==> src/rtl/fifo_pkg.sv <==
// Shared types and helpers for the FIFO read-side streaming blocks.
// The output buffer occupancy is encoded as EMPTY, ONE or TWO entries.
package fifo_pkg;

    typedef enum logic [1:0] {
        EMPTY = 2'd0,
        ONE   = 2'd1,
        TWO   = 2'd2
    } occ_state_e;

    // Width of a counter that must reach n-1. It never drops below one bit,
    // so a burst length of 1 still gets a legal counter.
    function automatic int unsigned cnt_width(input int unsigned n);
        return (n <= 1) ? 1 : $clog2(n);
    endfunction

endpackage

==> src/rtl/fifo_rd_stream_skid_buf2.sv <==
// skid_buf2: two-entry output buffer with an EMPTY/ONE/TWO occupancy FSM.
// The head register always holds the oldest entry and drives the stream data,
// so a presented beat stays stable until it is removed.
module skid_buf2
    import fifo_pkg::*;
#(
    parameter int DATA_W = 4
) (
    input  logic              clk,
    input  logic              rstn,
    input  logic              wr_en,    // a word enters the buffer this edge
    input  logic [DATA_W-1:0] wr_data,
    input  logic              rd_en,    // the oldest word leaves this edge
    output logic              valid,
    output logic [DATA_W-1:0] data,
    output occ_state_e        state
);

    logic [DATA_W-1:0] head;
    logic [DATA_W-1:0] tail;

    // Occupancy FSM, storage and the registered valid flag, all updated together.
    // NOTE: sequential state uses non-blocking assignments so every flop samples
    // the pre-edge values of the others, independent of statement order.
    // NOTE: the two data registers are reset because the stream data output
    // must read zero while in reset; a larger RAM-style buffer would not be.
    always_ff @(posedge clk or negedge rstn) begin
        if (!rstn) begin
            state <= EMPTY;
            valid <= 1'b0;
            head  <= '0;
            tail  <= '0;
        end else begin
            unique case (state)
                EMPTY: begin
                    if (wr_en) begin
                        state <= ONE;
                        valid <= 1'b1;
                        head  <= wr_data;
                    end
                end
                ONE: begin
                    if (wr_en && rd_en) begin
                        // Head leaves and the new word takes its place.
                        head <= wr_data;
                    end else if (wr_en) begin
                        state <= TWO;
                        tail  <= wr_data;
                    end else if (rd_en) begin
                        state <= EMPTY;
                        valid <= 1'b0;
                    end
                end
                TWO: begin
                    // The writer never pushes while full, so only a read matters.
                    if (rd_en) begin
                        state <= ONE;
                        head  <= tail;
                    end
                end
                default: begin
                    state <= EMPTY;
                    valid <= 1'b0;
                end
            endcase
        end
    end

    assign data = head;

endmodule

==> src/rtl/fifo_rd_stream.sv <==
// fifo_rd_stream: drains a zero-latency FIFO read port into a valid/ready
// stream, cutting it into bursts of BURST_LEN beats marked by o_m_last.
// Optional build macro FIFO_RD_STREAM_STATS_EN adds a 32-bit o_beat_total
// port counting accepted beats.
module fifo_rd_stream
    import fifo_pkg::*;
#(
    parameter int DATA_W    = 4,
    parameter int BURST_LEN = 4
) (
    input  logic              clk,
    input  logic              rstn,
    output logic              o_fifo_rden,
    input  logic [DATA_W-1:0] i_fifo_rddata,
    input  logic              i_fifo_empty,
    output logic              o_m_valid,
    output logic [DATA_W-1:0] o_m_data,
    output logic              o_m_last,
`ifdef FIFO_RD_STREAM_STATS_EN
    output logic [31:0]       o_beat_total,
`endif
    input  logic              i_m_ready
);

    localparam int              CNT_W     = cnt_width(BURST_LEN);
    localparam logic [CNT_W-1:0] LAST_BEAT = CNT_W'(BURST_LEN - 1);

    occ_state_e       occ;
    logic             run_q;
    logic             hs;
    logic [CNT_W-1:0] beat_cnt;

    // Pops are held off for the first edge after reset release, so the FIFO
    // is never popped in the same cycle the block leaves reset.
    always_ff @(posedge clk or negedge rstn) begin
        if (!rstn) run_q <= 1'b0;
        else       run_q <= 1'b1;
    end

    // Pop whenever the FIFO has data and the buffer has a free slot.
    assign o_fifo_rden = run_q && !i_fifo_empty && (occ != TWO);
    assign hs          = o_m_valid && i_m_ready;

    skid_buf2 #(
        .DATA_W (DATA_W)
    ) u_buf (
        .clk     (clk),
        .rstn    (rstn),
        .wr_en   (o_fifo_rden),
        .wr_data (i_fifo_rddata),
        .rd_en   (hs),
        .valid   (o_m_valid),
        .data    (o_m_data),
        .state   (occ)
    );

    // Beat position within the burst; advances only on accepted beats, so a
    // FIFO underrun stalls the burst rather than shortening it.
    always_ff @(posedge clk or negedge rstn) begin
        if (!rstn) begin
            beat_cnt <= '0;
        end else if (hs) begin
            if (beat_cnt == LAST_BEAT) beat_cnt <= '0;
            else                       beat_cnt <= beat_cnt + CNT_W'(1);
        end
    end

    assign o_m_last = o_m_valid && (beat_cnt == LAST_BEAT);

`ifdef FIFO_RD_STREAM_STATS_EN
    // Running total of accepted beats, wrapping naturally at 2^32.
    always_ff @(posedge clk or negedge rstn) begin
        if (!rstn)   o_beat_total <= '0;
        else if (hs) o_beat_total <= o_beat_total + 32'd1;
    end
`endif

endmodule

==> config.mk <==
export PLATFORM = sky130hd
export DESIGN_NAME = fifo_rd_stream
export DESIGN_NICKNAME = d
export VERILOG_FILES = /design/src/rtl/fifo_pkg.sv /design/src/rtl/fifo_rd_stream_skid_buf2.sv /design/src/rtl/fifo_rd_stream.sv
export SDC_FILE = /design/constraint.sdc
export NUM_CORES = 1
export LEC_CHECK = 0
export ABC_AREA = 1
export BUFFER_PORTS_ARGS = -buffer_cell sky130_fd_sc_hd__buf_4
export CORE_UTILIZATION = 48
export CTS_CLUSTER_DIAMETER = 50
export DETAILED_ROUTE_END_ITERATION = 8
export PLACE_DENSITY_LB_ADDON = 0.12
export SLEW_MARGIN = 40
export SYNTH_ARGS = -nofsm -noshare
export SYNTH_HDL_FRONTEND = slang
export SYNTH_SLANG_ARGS = --single-unit
==> constraint.sdc <==
create_clock -name clk -period 2.6 [get_ports clk]
set_clock_uncertainty 0.1 [all_clocks]
set_input_delay 0 -clock clk [delete_from_list [all_inputs] [get_ports clk]]
set_output_delay 0 -clock clk [all_outputs]
set_load 0.05 [all_outputs]
Word level (Yosys, flattened, before mapping)
Index checks and enable logic that the tools add are counted.
{"block": "totals", "register_bits": 14, "input_bits": 8, "out_inout_bits": 7, "wordCells": 48}
{"block": "op_classes", "addsub": 1, "eq_ne": 11, "n_mux": 16, "bitwise": 2, "n_reduce_logical": 12}
{"op": "2-bit two-way mux", "count": 6}
{"op": "4-bit two-way mux", "count": 3}
{"op": "4-bit case mux with 3 select lines", "count": 1}
{"op": "2-bit by 1-bit inequality test with 1-bit output, second input constant", "count": 4}
{"op": "4-bit AND reduction", "count": 2}
{"op": "2-bit inequality test, second input constant", "count": 3}
{"op": "2-bit case mux with 3 select lines", "count": 1}
{"op": "1-bit logical AND", "count": 5}
{"op": "5-bit AND reduction", "count": 1}
{"op": "2-bit equality test, second input constant", "count": 2}
{"op": "1-bit two-way mux", "count": 4}
{"op": "3-bit by 1-bit inequality test with 1-bit output, second input constant", "count": 1}
{"op": "1-bit case mux with 3 select lines", "count": 1}
{"op": "3-bit AND reduction", "count": 1}
{"op": "3-bit nonzero test", "count": 1}
{"op": "2-bit by 1-bit adder with 2-bit output, second input constant", "count": 1}
{"op": "2-bit by 1-bit equality test with 1-bit output, second input constant", "count": 1}
{"op": "2-bit zero test", "count": 1}
{"op": "1-bit NOT", "count": 2}
{"op": "1-bit zero test", "count": 1}

Longest topological paths before layout
Gate-level depths: netlist of run 1.
{"block": "logic_depth", "depth_word": 6, "ltp_mapped": 8, "depth_no_buf": 7}

Hierarchy
A second synthesis of run 1 with hierarchy kept.
{"block": "hier_totals", "hier_cells": 94, "hier_area_um2": 735.7}
{"module": "skid_buf2", "n_inst": 1, "cells_each": 74, "area_each_um2": 584.3, "seq_area_each_um2": 275.3}
{"module": "fifo_rd_stream", "n_inst": 1, "cells_each": 20, "area_each_um2": 151.4, "seq_area_each_um2": 75.1}

Worst setup path before layout of run 1
No wires, ideal clock.
{"block": "synth_timing", "kind": "flip-flop to flip-flop", "start": "register u_buf.valid", "end": "register u_buf.valid", "setup_ns": 0.120, "t_arrival_ns": 1.195, "required_ns": 2.380, "path_slack_ns": 1.186, "path_stages_with_launch": 8, "n_path_buf": 0, "period_less_slack_ns": 1.414, "path_cell_list": "dfrtp_1 > nand2_1 > inv_2 > nand2_1 > nand2_1 > nand2_1 > nand2_1 > nand2_1"}
{"block": "synth_via", "elab_chain_cells": 4, "word_cells_on_any_way": 5, "classes_between": "2 x eq/ne; 3 x reduce/logical"}
{"item": "from (decl)", "line": "fifo_rd_stream_skid_buf2.sv:14", "source": "output logic valid,"}
{"item": "from (signal assigned)", "line": "fifo_rd_stream_skid_buf2.sv:30", "source": "valid <= 1'b0;"}
{"item": "from (signal assigned)", "line": "fifo_rd_stream_skid_buf2.sv:38", "source": "valid <= 1'b1;"}
{"item": "from (signal assigned)", "line": "fifo_rd_stream_skid_buf2.sv:51", "source": "valid <= 1'b0;"}
{"item": "1-bit logical AND *", "line": "fifo_rd_stream.sv:42", "source": "assign hs = o_m_valid && i_m_ready;"}
{"item": "1-bit logical AND", "line": "fifo_rd_stream_skid_buf2.sv:43", "source": "if (wr_en && rd_en) begin"}
{"item": "2-bit inequality test (no source line)"}
{"item": "5-bit AND reduction (no source line) *"}
Mark *: on every way between the ends. The rest lies on a longest branch, timed or not.
A chain may end at the register's enable or synchronous reset.

Final worst setup path of run 1
{"block": "layout_timing", "start": "register u_buf.state[1]", "end": "register u_buf.tail[2]"}
{"block": "layout_via", "elab_chain_cells": 5, "word_cells_on_any_way": 6, "classes_between": "2 x eq/ne; 1 x bitwise; 3 x reduce/logical"}
{"item": "from (decl)", "line": "fifo_rd_stream_skid_buf2.sv:16", "source": "output occ_state_e state"}
{"item": "from (signal assigned)", "line": "fifo_rd_stream_skid_buf2.sv:29", "source": "state <= EMPTY;"}
{"item": "from (signal assigned)", "line": "fifo_rd_stream_skid_buf2.sv:37", "source": "state <= ONE;"}
{"item": "from (signal assigned)", "line": "fifo_rd_stream_skid_buf2.sv:47", "source": "state <= TWO;"}
{"item": "2-bit inequality test", "line": "fifo_rd_stream.sv:41", "source": "assign o_fifo_rden = run_q && !i_fifo_empty && (occ != TWO);"}
{"item": "1-bit logical AND", "line": "fifo_rd_stream.sv:41"}
{"item": "1-bit logical AND", "line": "fifo_rd_stream_skid_buf2.sv:43"}
{"item": "1-bit NOT (no source line)"}
{"item": "3-bit AND reduction (no source line) *"}
{"item": "to (signal assigned)", "line": "fifo_rd_stream_skid_buf2.sv:48", "source": "tail <= wr_data;"}
{"item": "to (decl)", "line": "fifo_rd_stream_skid_buf2.sv:20", "source": "logic [DATA_W-1:0] tail;"}
Marked as above.

==> metrics.md, run 1 <==
| Metric | Value |
|---|---|
| Buffers on Ports | `14` |
| Die area | `~1600 um^2` |
| Die Y-Extent | `40.28 um` |
| Reg2Reg Depth | `6` |
| Vias in the first global route | `520` |
| Synth area leader | `dfrtp_1` |
| Share of the synthesized area in the top cell type | `49.82%` |
| Register-to-register setup slack | `1.26 ns` |
| Vias/cell | `5.048` |
| Final core occ | `between 60% and 70%` |
| Row count | `13` |
| CTS buffer count | `3` |
| Synth Instances | `87` |
| Commonest non-fill, non-tap cells in the layout | `38 x nand2_1, 14 x nand3_1, 14 x dfrtp_1, 14 x buf_4, 6 x dlygate4sd3_1` |
| Max Cap Viol | `0` |
| Postcts setup bufs | `0` |
| P&R area growth vs syn | `29.72%` |
| DR iter-0 viols | `32` |
| RSZ-0062 raised after global routing | `no` |
| Mapped Nets | `96` |
| Minimum clock period | `1.336 ns` |
| Nature of the critical path endpoint | `flip-flop` |
| Max-slew violation count | `0` |
| Seq/Total Area, Yosys | `49.82%` |
| Cell Pwr Density | `between 1000 and 1500 nW/um^2` |
| First-pass GRT wire length | `2.187 mm` |
| Fin Hold WS | `-0.003437 ns` |
| Top fanout value on the critical path | `8` |
| Final worst path period share | `51.37%` |
| DRC viols | `0` |
| Die X | `40.28 um` |
| Failing checks | `negative hold slack` |
| Initial antenna violation count | `0` |
| Floorplan Core Area | `1334 um^2` |
| Routability cong. | `0.8887` |
| CTS resizes | `0` |
| Hold crit path type | `input pin to async pin` |
| P_leak | `around 0.00052 uW` |
| RR Startpoint | `u_buf.state[1]$_DFFE_PN0P_` |
| Final Power | `between 1000 and 1500 uW` |
| Worst path arrival time | `1.40 ns` |
| Inst Count DP | `115` |
| Clk Latency, worst-skew pair | `0.27 ns` |
| Cts hold-fix bufs | `6` |
| Synth cell types | `16` |
| Layout cell share with drive strength beyond 1 | `between 20% and 30%` |
| Mapped cell area | `703.2 um^2` |
| Vias | `631` |
| Max Fclk | `0.7487 GHz` |
| Diodes inserted | `0` |
| Max H-tree Level | `1` |
| Seq cells post-synth | `14` |
| Total negative setup slack | `0 ns` |
| Final setup viols | `0` |
| Largest cells by area after synthesis | `dfrtp_1 50%, nand2_1 20%, nand3_1 10%` |
| Clock-pin slew of the registers on the worst-case setup and hold paths | `0.09 ns` |
| Pre-Repair DR Iteration Count | `4` |
| Tot GR Track Use | `21.47%` |
| CTS sink count | `14` |
| Clock Tree Root | `clkbuf_4` |
| Gr ovfl total | `0` |
| IO Pins | `15` |
| HPWL after DPL | `1.000 mm` |
| WL/cell | `11.52 um` |
| Largest net degree at the start of global routing | `15` |
| Maximum buffer depth of the clock tree | `2` |
| Crit path kind | `flip-flop to flip-flop` |
| Max VDD drop | `~0.00080 V` |
| DRT antenna net count | `0` |
| Commonest non-fill, non-tap cell in the layout | `nand2_1` |
| Placed Instance Area | `roughly 820 um^2` |
| Reg2reg end | `u_buf.tail[2]$_DFFE_PN0P_` |
| Req. time, crit path | `2.67 ns` |
| Initial Utilization | `52.72%` |
| Outcome | `complete, but fails checks` |
| Final Hold Vio Count | `2` |
| Yosys warning count | `0` |
| Non-filler cells, final | `125` |
| Nets | `120` |
| Mean Syn Cell Area | `8.082 um^2` |
| TritonCTS clock tree | `built` |
| Final WL | `1.440 mm` |
| CP Launch Type | `flip-flop` |
| Design Area, Final | `912.1 um^2` |
-- routing by layer --
layer	track usage (%)	share of wire (%)
met3	6.667	5.6
met1	26.32	45
met2	35.48	49
met4	7.500	0.90
met5	0	0
-- synth_stat cells --
cell     count
inv_2        3
buf_6        1
nand2_2      3
dfrtp_1     14
nor2_4       1
nand2_1     38
conb_1       1
o21ai_2      1
o21a_1       1
inv_1        3
ha_1         1
inv_4        1
nand2_4      2
a21oi_1      1
o21ai_1      2
nand3_1     14
-- sequential cells by signal, indices dropped and copies added (netlist names) --
register and count:
u_buf.valid 1, u_buf.tail 4, run_q 1, beat_cnt 2
u_buf.state 2, u_buf.data 4
-- critical path, stage by stage (launching register included) --
cell and delay, ns:
dfrtp_1 0.52, inv_4 0.11, nand2_2 0.07, nor2_4 0.21
nand2_4 0.09, nand2_1 0.07, nand2_1 0.06
-- how the worst max path moves through the flow --
stage,start,end,cells past startpoint
3_3_place_gp,u_buf.state[1]$_DFFE_PN0P_,u_buf.tail[3]$_DFFE_PN0P_,6
4_1_cts,u_buf.state[1]$_DFFE_PN0P_,o_fifo_rden,2
3_5_place_dp,u_buf.state[1]$_DFFE_PN0P_,u_buf.tail[2]$_DFFE_PN0P_,6
5_1_grt,u_buf.state[1]$_DFFE_PN0P_,u_buf.tail[2]$_DFFE_PN0P_,6
6_report,u_buf.state[1]$_DFFE_PN0P_,u_buf.tail[2]$_DFFE_PN0P_,6
2_1_floorplan,u_buf.valid$_DFFE_PN0P_,u_buf.valid$_DFFE_PN0P_,7
-- through the flow --
| stage | hold slack, ns | setup WS (ns) |
|---|---|---|
| after floorplan | -0.3956 | 1.186 |
| after global placement | -0.2426 | 1.332 |
| after detailed placement | -0.2399 | 1.276 |
| after CTS | 0.004173 | 1.262 |
| after global routing | 0.02111 | 1.194 |
| final | -0.003437 | 1.264 |
-- layout make-up --
cell class	count	area, um^2
clock buffers	4	36.28
fillers	107	421.7
inverters	7	28.78
multi-input cells	65	312.8
flip-flops and latches	14	350.3
well taps	15	18.77
repair buffers	20	165.2
-- cells by family (layout without fill, tap and decap cells) --
logic type	Yosys count	in the layout	share of synthesized area, %
AND/OR/NAND/NOR	58	58	37.72
adder cells (fa/ha/maj)	1	1	1.779
buffers and inverters	8	31	5.694
other	1	1	0.5333
AO/OA/AOI/OAI	5	5	4.448
flip-flops	14	14	49.82
-- power breakdown --
part	switching, uW	internal, uW	total (uW)
sequential	84.4	314	399
clock	71.7	85.1	157
combinational	366	178	544
Power figures use the tool's default switching activity.
==> run 2: changes to the inputs <==
ABC_AREA = 0   (was 1)
CORE_UTILIZATION = 46   (was 48)
clock period = 1.2 ns   (was 2.6 ns; I/O delays follow)
==> metrics.md, run 2 <==
| Metric | Value |
|---|---|
| Outcome | `complete, but fails checks (unchanged)` |
| Failing checks | `negative hold slack, negative setup slack (was negative hold slack)` |
| Diodes inserted | `0 (unchanged)` |
| Synth Instances | `52 (was 87)` |
| DR WL met2 | `1.030 mm (was 701 um)` |
| DR top layer | `met4 (unchanged)` |
| Post-Synth XOR/XNOR Area | `0% (unchanged)` |
| First-pass GRT wire length | `2.815 mm (was 2.187 mm)` |
| Die X | `40.82 um (was 40.28 um)` |
| Max stage delay on crit path | `0.55 ns (was 0.52 ns)` |
| Vias/cell | `5.213 (was 5.048)` |
| Vias | `563 (was 631)` |
| Worst path top cell family by delay | `simple AND/OR/NAND/NOR gates (was flip-flops)` |
| CTS sink count | `14 (unchanged)` |
| Nature of the critical path endpoint | `flip-flop (unchanged)` |
| Post-Synth Simple-Gate Area | `12.45% (was 37.72%)` |
| Synth cell count leaders | `14 x dfrtp_1, 10 x mux2_2, 4 x mux2_4 (was 38 x nand2_1, 14 x dfrtp_1, 14 x nand3_1)` |
| Mux contribution to synthesized area | `24.91% (was 0%)` |
| Non-filler cells, final | `108 (was 125)` |
| Compound-Gate Fraction of Synth Area | `8.664% (was 4.448%)` |
| Largest cells by area after synthesis | `dfrtp_1 51%, mux2_2 16%, mux2_4 8.7% (was dfrtp_1 50%, nand2_1 20%, nand3_1 10%)` |
| P_leak | `0.0005613 uW (was 0.0005216 uW)` |
| Top fanout value on the critical path | `4 (was 8)` |
| Worst slack, placed | `-0.4361 ns (was 1.276 ns)` |
| Floorplan Core Area | `1350 um^2 (was 1334 um^2)` |
| DR iter-0 viols | `9 (was 32)` |
| Worst Path Buf+Inv | `0 (was 1)` |
| Max Cap Viol | `0 (unchanged)` |
| RSZ-0062 raised after global routing | `yes (was no)` |
| DRT antenna net count | `0 (unchanged)` |
| TritonCTS clock tree | `built (unchanged)` |
| Slowest CP cell | `or4b_4 (was dfrtp_1)` |
| Die Y-Extent | `40.82 um (was 40.28 um)` |
| Cts hold-fix bufs | `7 (was 6)` |
| Top-count cell post-synth | `dfrtp_1 (was nand2_1)` |
| Commonest non-fill, non-tap cell in the layout | `buf_4 (was nand2_1)` |
| Minimum clock period | `1.649 ns (was 1.336 ns)` |
| Maximum buffer depth of the clock tree | `2 (unchanged)` |
| Number of enable flip-flop cells after synthesis | `0 (unchanged)` |
| Buffers on Ports | `14 (unchanged)` |
| Synth area leader | `dfrtp_1 (unchanged)` |
| Max-slew violation count | `0 (unchanged)` |
| Inst Count DP | `91 (was 115)` |
| Predominant post-synthesis flop cell | `dfrtp_1 (unchanged)` |
| Vias in the first global route | `622 (was 520)` |
| Row count | `13 (unchanged)` |
| Final WL | `1.818 mm (was 1.440 mm)` |
| Clk Latency, worst-skew pair | `0.29 ns (was 0.27 ns)` |
| Gr ovfl total | `0 (unchanged)` |
| CTS buffer count | `3 (unchanged)` |
| WL/cell | `16.83 um (was 11.52 um)` |
| Largest family of logic cells by synthesized area | `multiplexers (was simple AND/OR/NAND/NOR gates)` |
| Commonest non-fill, non-tap cells in the layout | `24 x buf_4, 13 x dfrtp_1, 8 x mux2_4 (was 38 x nand2_1, 14 x nand3_1, 14 x dfrtp_1, 14 x buf_4, 6 x dlygate4sd3_1)` |
| Crit path kind | `flip-flop to flip-flop (unchanged)` |
| Req. time, crit path | `1.28 ns (was 2.67 ns)` |
| HPWL after DPL | `1.056 mm (was 1.000 mm)` |
| Register area | `351.6 um^2 (was 350.3 um^2)` |
| Final Power | `2764 uW (was 1099 uW)` |
| Met3 Wirelength | `63 um (was 80 um)` |
| Mapped cell area | `693.2 um^2 (was 703.2 um^2)` |
| # fillers | `76 (was 107)` |
| Synth async-reset ratio | `100.0% (unchanged)` |
| Cell Pwr Density | `2404 nW/um^2 (was 1205 nW/um^2)` |
| Worst Setup Slack, final | `-0.4491 ns (was 1.264 ns)` |
| Seq/Total Area, Yosys | `50.54% (was 49.82%)` |
| Die area | `1666 um^2 (was 1622 um^2)` |
| Routability cong. | `0.6693 (was 0.8887)` |
| P&R area growth vs syn | `65.88% (was 29.72%)` |
| CP cell instances | `or4b_4 > o211ai_4 > mux2_4 (was inv_4 > nand2_2 > nor2_4 > nand2_4 > nand2_1 > nand2_1)` |
| Clock-pin slew of the registers on the worst-case setup and hold paths | `0.08 ns (was 0.09 ns)` |
| Mapped Nets | `61 (was 96)` |
| Hold crit path type | `input pin to flip-flop (was input pin to async pin)` |
| Final Hold Vio Count | `1 (was 2)` |
| Fin Hold WS | `-0.01136 ns (was -0.003437 ns)` |
| Largest net degree at the start of global routing | `15 (unchanged)` |
| WL met1 | `707 um (was 644 um)` |
| Initial Utilization | `51.34% (was 52.72%)` |
| Seq cells post-synth | `14 (unchanged)` |
| Mean Syn Cell Area | `13.33 um^2 (was 8.082 um^2)` |
| Final worst path period share | `137.4% (was 51.37%)` |
| Yosys warning count | `0 (unchanged)` |
| Tot GR Track Use | `28.18% (was 21.47%)` |
| Final setup viols | `14 (was 0)` |
| Synth cell types | `24 (was 16)` |
| Multi-input gate area in the final layout | `406.6 um^2 (was 312.8 um^2)` |
| Max Fclk | `0.6064 GHz (was 0.7487 GHz)` |
| Max H-tree Level | `1 (unchanged)` |
| Pre-Repair DR Iteration Count | `3 (was 4)` |
| Initial antenna violation count | `0 (unchanged)` |
| Worst path arrival time | `1.73 ns (was 1.40 ns)` |
| DRC viols | `0 (unchanged)` |
| Adder-Cell Fraction of Synth Area | `1.805% (was 1.779%)` |
| Max VDD drop | `0.001578 V (was 0.0007980 V)` |
| IO Pins | `15 (unchanged)` |
| Share of the synthesized area in the top cell type | `50.54% (was 49.82%)` |
| CP Launch Type | `flip-flop (unchanged)` |
| Nets | `103 (was 120)` |
| Clock Tree Root | `clkbuf_4 (unchanged)` |
| Layout cell share with drive strength beyond 1 | `67.74% (was 26.36%)` |
==> run 2: cell count changes in the layout (fill, tap and decap cells not counted), sizes merged, moves of 2 or more <==
| cell | delta |
|---|---|
| o211ai | +2 |
| mux2 | +14 |
| nand2 | -40 |
| o21ai | -2 |
| buf | +17 |
| nand3 | -13 |
| inv | -6 |
==> run 2: logic make-up (layout without fill, tap and decap cells) <==
family	count (synthesis)	after routing
adders and majority gates	1	1
other	1	1
muxes	14	14
DFF	14	14
AOI/OAI and AO/OA	6	6
buffers and inverters	2	43
and+or+nand+nor	14	14
==> run 2: per-stage QoR <==
step	utilization [%]	instance area (um^2)	hold slack, ns	setup TNS, ns
2_1_floorplan	-	713.2	-0.3956	-2.525
3_3_place_gp	67.84	915.9	-0.2416	-3.741
3_5_place_dp	67.84	915.9	-0.2388	-3.948
4_1_cts	83.50	1127	-0.01359	-3.876
5_1_grt	85.17	1150	-0.005858	-4.928
6_report	85.17	1150	-0.01136	-4.202
==> run 2: cell type report <==
cell class / instances / share of cell area [%]
inverter: 1 / 0.3264
clock buffer: 4 / 3.156
sequential: 14 / 30.58
multi-input combinational: 36 / 35.36
timing repair buffer: 38 / 28.94
tap: 15 / 1.632
==> run 2: worst reg2reg max path, cell delays in order, from the launching register on <==
cell and delay (ns):
dfrtp_1 0.42, or4b_4 0.55, o211ai_4 0.14, mux2_4 0.33
==> run 2: repair_timing <==
item	in CTS	in global routing
cloned	0	0
endpoints found under the hold margin	24	1
buffers inserted	5	2
setup endpoints to repair	14	15
resized for setup	17	5
pin swaps	8	4
==> run 2: layer usage <==
metal / global-route usage (%) / vias to the layer above
met1: 28.03 / 276
met3: 8.152 / 2
met2: 53.91 / 16
li1: - / 269
met4: 10.00 / 0
met5: 0 / -
==> run 2: final timing paths <==
path,slack [ns],cells after the start,startpoint,end
worst max-delay path,-0.45,3,u_buf.state[1]$_DFFE_PN0P_,u_buf.data[2]$_DFFE_PN0P_
worst min-delay path,-0.01,3,i_fifo_empty,u_buf.state[0]$_DFFE_PN0P_
worst max register to register,-0.45,3,u_buf.state[1]$_DFFE_PN0P_,u_buf.data[2]$_DFFE_PN0P_
worst min register to register,0.42,1,u_buf.tail[1]$_DFFE_PN0P_,u_buf.tail[1]$_DFFE_PN0P_
max in group asynchronous,0.27,3,rstn,u_buf.valid$_DFFE_PN0P_
min in group asynchronous,0.54,3,rstn,u_buf.data[1]$_DFFE_PN0P_
==> run 2: report_power, final <==
part | leakage [uW] | internal (uW) | switching (uW)
Sequential | 0.000167 | 689 | 167
Combinational | 0.000373 | 805 | 752
Clock | 0.0000210 | 185 | 164
